`src/rtl/frame_seq_pkg.sv`:
```
// frame_seq_pkg
// Shared definitions for the animation frame sequencer:
//   - FRAME_SIZE_DEFAULT : ROM words per animation frame (800 x 352)
//   - IDX_W_DEFAULT      : width of the frame index and config fields
//   - mode_e             : playback mode encoding driven on mode_i
//   - state_e            : sequencer FSM states
//   - base_op_e          : how the ROM base address moves on a frame change
package frame_seq_pkg;

  localparam int unsigned FRAME_SIZE_DEFAULT = 281600;
  localparam int unsigned IDX_W_DEFAULT      = 8;

  // 2'b11 is not a distinct mode; it falls into the loop behaviour
  typedef enum logic [1:0] {
    MODE_LOOP     = 2'b00,
    MODE_PINGPONG = 2'b01,
    MODE_ONESHOT  = 2'b10,
    MODE_LOOP_ALT = 2'b11
  } mode_e;

  typedef enum logic [1:0] {
    ST_IDLE = 2'd0,
    ST_PLAY = 2'd1,
    ST_DONE = 2'd2
  } state_e;

  // The base address is tracked alongside the index so no multiplier is needed
  typedef enum logic [1:0] {
    BASE_HOLD = 2'd0,
    BASE_INC  = 2'd1,
    BASE_DEC  = 2'd2,
    BASE_ZERO = 2'd3
  } base_op_e;

endpackage

```
`src/rtl/frame_sequencer.sv`:
```
// frame_sequencer
// Steps an animation through a ROM of frames, one decision per vertical
// blank rising edge. Supports loop, ping-pong and one-shot playback, a
// per-frame vblank delay, pause with single-frame stepping, and tracks
// the ROM base address of the current frame incrementally.
//
// Ports:
//   clk_i          : clock, all logic on the rising edge
//   rst_ni         : asynchronous active-low reset
//   cen_i          : video clock enable; nothing advances while low
//   vblank_i       : vertical blank level
//   play_i         : 1 = run the animation, 0 = pause
//   step_i         : single-frame advance request while paused
//   mode_i         : 00 loop, 01 ping-pong, 10 one-shot, 11 loop
//   delay_i        : vblanks per frame (0 behaves as 1)
//   num_frames_i   : frames in the sequence (0 behaves as 1)
//   frame_idx_o    : current frame index
//   frame_base_o   : ROM base address of the current frame
//   frame_tick_o   : one-cen-period pulse when the frame index changes
//   done_o         : high while a finished one-shot is being held
module frame_sequencer
  import frame_seq_pkg::*;
#(
  parameter int unsigned FRAME_SIZE = FRAME_SIZE_DEFAULT,
  parameter int unsigned ADDR_W     = 32,
  parameter int unsigned IDX_W      = IDX_W_DEFAULT
) (
  input  logic              clk_i,
  input  logic              rst_ni,
  input  logic              cen_i,
  input  logic              vblank_i,
  input  logic              play_i,
  input  logic              step_i,
  input  logic [1:0]        mode_i,
  input  logic [IDX_W-1:0]  delay_i,
  input  logic [IDX_W-1:0]  num_frames_i,
  output logic [IDX_W-1:0]  frame_idx_o,
  output logic [ADDR_W-1:0] frame_base_o,
  output logic              frame_tick_o,
  output logic              done_o
);

  localparam logic [ADDR_W-1:0] FRAME_STEP = ADDR_W'(FRAME_SIZE);
  localparam logic [IDX_W-1:0]  IDX_ONE    = {{(IDX_W-1){1'b0}}, 1'b1};

  state_e            state_q, state_d;
  mode_e             mode_sh_q, mode_eff;
  logic [IDX_W-1:0]  delay_sh_q, nf_sh_q;
  logic [IDX_W-1:0]  delay_in, nf_in, delay_eff, nf_eff, nf_last;
  logic [IDX_W-1:0]  idx_q, idx_d, cnt_q, cnt_d;
  logic [IDX_W:0]    cnt_inc;
  logic [ADDR_W-1:0] base_q;
  base_op_e          base_op;
  logic              dir_down_q, dir_down_d;
  logic              step_pend_q, step_pend_d;
  logic              vblank_d_q, tick_q;
  logic              rise, advance, restart, shrink, at_last, oneshot_end;

  assign rise = cen_i & vblank_i & ~vblank_d_q;

  assign delay_in = (delay_i == '0)      ? IDX_ONE : delay_i;
  assign nf_in    = (num_frames_i == '0) ? IDX_ONE : num_frames_i;

  // On a rise the freshly presented config is what gets latched, so that
  // same rise already decides with it; between rises the shadows hold.
  assign mode_eff  = rise ? mode_e'(mode_i) : mode_sh_q;
  assign delay_eff = rise ? delay_in        : delay_sh_q;
  assign nf_eff    = rise ? nf_in           : nf_sh_q;

  assign nf_last     = nf_eff - IDX_ONE;
  assign at_last     = (idx_q == nf_last);
  assign shrink      = rise & (idx_q >= nf_eff);
  assign cnt_inc     = {1'b0, cnt_q} + {{IDX_W{1'b0}}, 1'b1};
  assign oneshot_end = (mode_eff == MODE_ONESHOT) &
                       (at_last | ((idx_q + IDX_ONE) == nf_last));

  // State register
  always_ff @(posedge clk_i or negedge rst_ni) begin
    if (!rst_ni) begin
      state_q <= ST_IDLE;
    end else begin
      state_q <= state_d;
    end
  end

  // Next-state and control: play/pause transitions, the per-frame delay
  // counter, and stepping while paused. A step seen on the same cen cycle
  // as the rise is honoured by that rise.
  always_comb begin
    state_d     = state_q;
    cnt_d       = cnt_q;
    step_pend_d = step_pend_q;
    advance     = 1'b0;
    restart     = 1'b0;
    if (cen_i) begin
      if (!rise) begin
        step_pend_d = (state_q == ST_IDLE) & (step_pend_q | step_i);
      end else begin
        step_pend_d = 1'b0;
        case (state_q)
          ST_IDLE: begin
            if (play_i) begin
              state_d = ST_PLAY;
              cnt_d   = '0;
            end else begin
              advance = step_pend_q | step_i;
            end
          end
          ST_PLAY: begin
            if (!play_i) begin
              state_d = ST_IDLE;
            end else if (cnt_inc >= {1'b0, delay_eff}) begin
              advance = 1'b1;
              cnt_d   = '0;
              if (oneshot_end && !shrink) begin
                state_d = ST_DONE;
              end
            end else begin
              cnt_d = cnt_inc[IDX_W-1:0];
            end
          end
          ST_DONE: begin
            if (!play_i) begin
              state_d = ST_IDLE;
              restart = 1'b1;
            end
          end
          default: state_d = ST_IDLE;
        endcase
      end
    end
  end

  // Frame index / direction update. A shrunk sequence or a one-shot being
  // re-armed snaps back to frame 0 heading up.
  always_comb begin
    idx_d      = idx_q;
    dir_down_d = dir_down_q;
    base_op    = BASE_HOLD;
    if (shrink || restart) begin
      idx_d      = '0;
      dir_down_d = 1'b0;
      base_op    = BASE_ZERO;
    end else if (advance) begin
      case (mode_eff)
        MODE_PINGPONG: begin
          if (nf_eff != IDX_ONE) begin
            if (dir_down_q ? (idx_q == '0) : !at_last) begin
              idx_d      = idx_q + IDX_ONE;
              dir_down_d = 1'b0;
              base_op    = BASE_INC;
            end else begin
              idx_d      = idx_q - IDX_ONE;
              dir_down_d = 1'b1;
              base_op    = BASE_DEC;
            end
          end
        end
        MODE_ONESHOT: begin
          if (!at_last) begin
            idx_d   = idx_q + IDX_ONE;
            base_op = BASE_INC;
          end
        end
        default: begin
          if (at_last) begin
            idx_d   = '0;
            base_op = BASE_ZERO;
          end else begin
            idx_d   = idx_q + IDX_ONE;
            base_op = BASE_INC;
          end
        end
      endcase
    end
  end

  // Datapath registers. The tick is re-evaluated every cen cycle, so it
  // stays high exactly until the next enabled cycle after a change.
  always_ff @(posedge clk_i or negedge rst_ni) begin
    if (!rst_ni) begin
      vblank_d_q  <= 1'b0;
      idx_q       <= '0;
      base_q      <= '0;
      tick_q      <= 1'b0;
      cnt_q       <= '0;
      dir_down_q  <= 1'b0;
      step_pend_q <= 1'b0;
      mode_sh_q   <= MODE_LOOP;
      delay_sh_q  <= IDX_ONE;
      nf_sh_q     <= IDX_ONE;
    end else if (cen_i) begin
      vblank_d_q  <= vblank_i;
      idx_q       <= idx_d;
      tick_q      <= (idx_d != idx_q);
      cnt_q       <= cnt_d;
      dir_down_q  <= dir_down_d;
      step_pend_q <= step_pend_d;
      case (base_op)
        BASE_INC:  base_q <= base_q + FRAME_STEP;
        BASE_DEC:  base_q <= base_q - FRAME_STEP;
        BASE_ZERO: base_q <= '0;
        default:   base_q <= base_q;
      endcase
      if (rise) begin
        mode_sh_q  <= mode_e'(mode_i);
        delay_sh_q <= delay_in;
        nf_sh_q    <= nf_in;
      end
    end
  end

  // Outputs
  always_comb begin
    done_o = (state_q == ST_DONE);
  end

  assign frame_idx_o  = idx_q;
  assign frame_base_o = base_q;
  assign frame_tick_o = tick_q;

endmodule

```
`config.mk`:
```
export PLATFORM = sky130hd
export DESIGN_NAME = frame_sequencer
export DESIGN_NICKNAME = d
export VERILOG_FILES = /design/src/rtl/frame_seq_pkg.sv /design/src/rtl/frame_sequencer.sv
export SDC_FILE = /design/constraint.sdc
export NUM_CORES = 1
export LEC_CHECK = 0
export ABC_AREA = 0
export CAP_MARGIN = 10
export CORE_MARGIN = 3
export CORE_UTILIZATION = 40
export DETAILED_ROUTE_END_ITERATION = 6
export GPL_ROUTABILITY_DRIVEN = 0
export PLACE_DENSITY_LB_ADDON = 0.2
export REMOVE_ABC_BUFFERS = 1
export SETUP_SLACK_MARGIN = 0.1
export SLEW_MARGIN = 40
export SYNTH_ARGS = -nofsm -noshare
export SYNTH_HDL_FRONTEND = slang
export SYNTH_SLANG_ARGS = --single-unit
```
`constraint.sdc`:
```
create_clock -name clk_i -period 6.8 [get_ports clk_i]
set_input_delay 2.04 -clock clk_i [delete_from_list [all_inputs] [get_ports clk_i]]
set_output_delay 2.04 -clock clk_i [all_outputs]
set_load 0.1 [all_outputs]
```
==> summary.txt <==
Placeable Area: 0.01415 mm2
Peak supply drop: 0.2738 mV
PortBufs: 55
Number of diodes: 0
Ports: 66
Period utilization: 1.061
CTS Hold Buffers Added: 0
Largest net degree at the start of global routing: 42
Status: complete, but fails checks
Initial antenna violation count: 0
Yosys top cell area share: 0.2554
Vias in the first global route: 6761
Area grow syn2layout: 43.02%
Mean Syn Cell Area: 8.141 um2
Vias per std cell: 5.900
Clk root buf: clkbuf_16
Comb power frac: 0.595
CTS Buffer Depth: 2
Top FF cell, synth: dfrtp_1
PwrDens: 303.1 mW/mm2
Clock sinks: 62
DP Wirelength: 13.92 mm
First DRT Iteration DRCs: 657
Maxcap violations: 0
Highest clock rate: 138.6 MHz
Critical Path Sink Type: register
Die Area: 0.01619 mm2
Synth warn: 0
Die span in x: 127.2 um
Final hold vios: 0
Leakage power: 4.076 nW
Min cycle time layout: 7.218 ns
First-pass GRT wire length: 33.41 mm
CP required: 7.03 ns
R2R depth: 29
Area leader, netlist: dfrtp_1
DRC errors left: 0
Largest fanout on the critical path: 4
Internal: 1.292 mW
Routed Wire Length: 20.35 mm
Violated checks: negative setup slack
Post-DR wirelength/cell: 18.05 um
Worst-Margin Slew: 0.6700 ns
Setup CP Type: in -> reg
Yosys cell types: 83
Clock skew: 0.01218 ns
Post-synth top cells: nand2_1 (86), dfrtp_1 (60), a21oi_1 (51)
Post-Synthesis Cells: 722
R2r setup slk: 1.11 ns
Worst Setup Start Kind: input port
Slew Limit Headroom: 0.5533
Final Util: 0.5941
Share of cells above drive strength 1: 0.3474
TritonCTS clock tree: yes
Leading post-synthesis cells by cell area: dfrtp_1 (26%), ha_1 (9.4%), nand2_1 (5.5%)
Die span in y: 127.2 um
Vias: 6649
GRT overflow: 0
WP data arrival: 7.45 ns
Hold Crit Class: reg -> reg
Clock Power Share: 0.182
Switching Fraction: 0.4930
H-tree depth: 3
Number of synthesized flops with an enable pin: 0
Nets: 1011
Slowest CP cell: or4_4
Seq cells post-synth: 62
Antenna violation net count after detailed routing: 0
Final WS setup: -0.4176 ns
Pre-CTS setup slack: -1.606 ns
TritonRoute pass-1 iters: 6
CTS buffer count: 9
GRT Overall Usage: 0.2530
Hold-critical path depth: 2
Pins Over Slew Limit: 0
Crit path top cell by count: buf_4
Async set-reset flop share out of synthesis: 1.000
Synthesized cell area: 0.005878 mm2
Sequential power share: 0.223
Initial Util: 0.4154
RSZ-0062 raised after global routing: true
CTS clk-pin slew, worst paths: 0.06 ns
FP Rows: 43
Most frequent cell after synthesis: nand2_1
Seq/Total Area, Yosys: 0.2644
Final setup vio count: 9
Switching power: 1.256 mW
Worst-skew pair later-pin latency: 0.35 ns
CP max stage delay: 0.55 ns
==> critical path: cells and delay by family <==
kind                       cells  cell delay, ns
adders and majority gates      2            0.45
AOI/OAI and AO/OA             14            2.50
buffers and inverters          8            0.83
and+or+nand+nor                6            1.44
xor gates and xnor gates       1            0.16
==> cell families after synthesis <==
logic type	share of synthesized area
AOI/OAI and AO/OA	0.2514
muxes	0.03001
xor gates and xnor gates	0.06960
and+or+nand+nor	0.2199
adders and majority gates	0.09706
DFF	0.2644
buffers and inverters	0.06705
other	0.0006380
==> placed cells by master (no fill, tap or decap), types with 8 or more instances in the layout <==
| cell | instances |
|---|---|
| buf_4 | 179 |
| nand2_1 | 84 |
| dfrtp_1 | 60 |
| nor2_1 | 40 |
| a21oi_1 | 38 |
| inv_1 | 37 |
| ha_1 | 36 |
| buf_2 | 36 |
| o21ai_0 | 30 |
| xnor2_1 | 29 |
| nand3_1 | 20 |
| a22o_1 | 20 |
| nand2b_1 | 14 |
| nor3_1 | 13 |
| mux2i_1 | 12 |
| clkdlybuf4s50_1 | 12 |
| a21oi_2 | 11 |
| xor2_1 | 11 |
| nand4_1 | 11 |
| a21o_1 | 11 |
| a211oi_1 | 11 |
| conb_1 | 10 |
| buf_6 | 10 |
| o211ai_1 | 9 |
| a31oi_1 | 9 |
| or3_1 | 9 |
| clkbuf_16 | 9 |
| ha_4 | 8 |
==> repair_timing <==
action | 4_1_cts | 5_1_grt
pin swaps | 56 | 24
endpoints found under the setup margin | 19 | 18
buffers inserted | 73 | 5
resized for setup | 96 | 17
==> power groups by stage <==
stage | combinational [mW] | clock (mW) | sequential (mW)
2_1_floorplan | 0.641 | 0 | 0.833
3_3_place_gp | 1.37 | 0 | 0.564
3_5_place_dp | 1.36 | 0 | 0.564
4_1_cts | 1.47 | 0.473 | 0.564
5_1_grt | 1.62 | 0.488 | 0.579
6_report | 1.52 | 0.464 | 0.567
==> state kept, by name, summed over array words and instances (netlist names) <==
register / cells
step_pend_q: 1
frame_idx_o: 8
delay_sh_q: 8
state_q: 2
dir_down_q: 1
mode_sh_q: 2
vblank_d_q: 1
cnt_q: 8
frame_tick_o: 1
nf_sh_q: 8
frame_base_o: 22
==> metal layers <==
layer | wire [um] | vias up | track usage
met2 | 9619 | 340 | 0.4191
met4 | 707 | 0 | 0.1085
met3 | 1445 | 71 | 0.02968
met5 | 0 | - | 0
met1 | 8574 | 3147 | 0.3343
li1 | - | 3091 | -
==> worst paths after layout <==
kind                                          to             from
min in group asynchronous             nf_sh_q[2]           rst_ni
worst min register to register     delay_sh_q[3]    delay_sh_q[3]
worst max register to register  frame_base_o[28]       vblank_d_q
worst max-delay path            frame_base_o[28]  num_frames_i[5]
max in group asynchronous          delay_sh_q[0]           rst_ni
worst min-delay path               delay_sh_q[3]    delay_sh_q[3]
==> final cells by class <==
class,instances,area (um2)
Multi-Input combinational cell,581,4300
Clock buffer,11,232.7
Inverter,42,160.2
Timing Repair Buffer,246,1882
Clock inverter,5,52.55
Fill cell,1191,5743
Sequential cell,62,1554
Tap cell,180,225.2
==> through the flow <==
stage,hold slack [ns],power (mW),instances,setup TNS [ns],area (um2)
floorplan,0.4394,1.474,685,-21.41,5675
global placement,0.4542,1.932,1051,-16.68,7435
detailed placement,0.4638,1.919,1052,-19.30,7295
CTS,0.4787,2.509,1133,-1.342,8373
global route,0.5033,2.689,1127,-5.410,8407
finish,0.4749,2.548,1127,-2.320,8407
No activity file was read; power rests on OpenSTA's default activity.
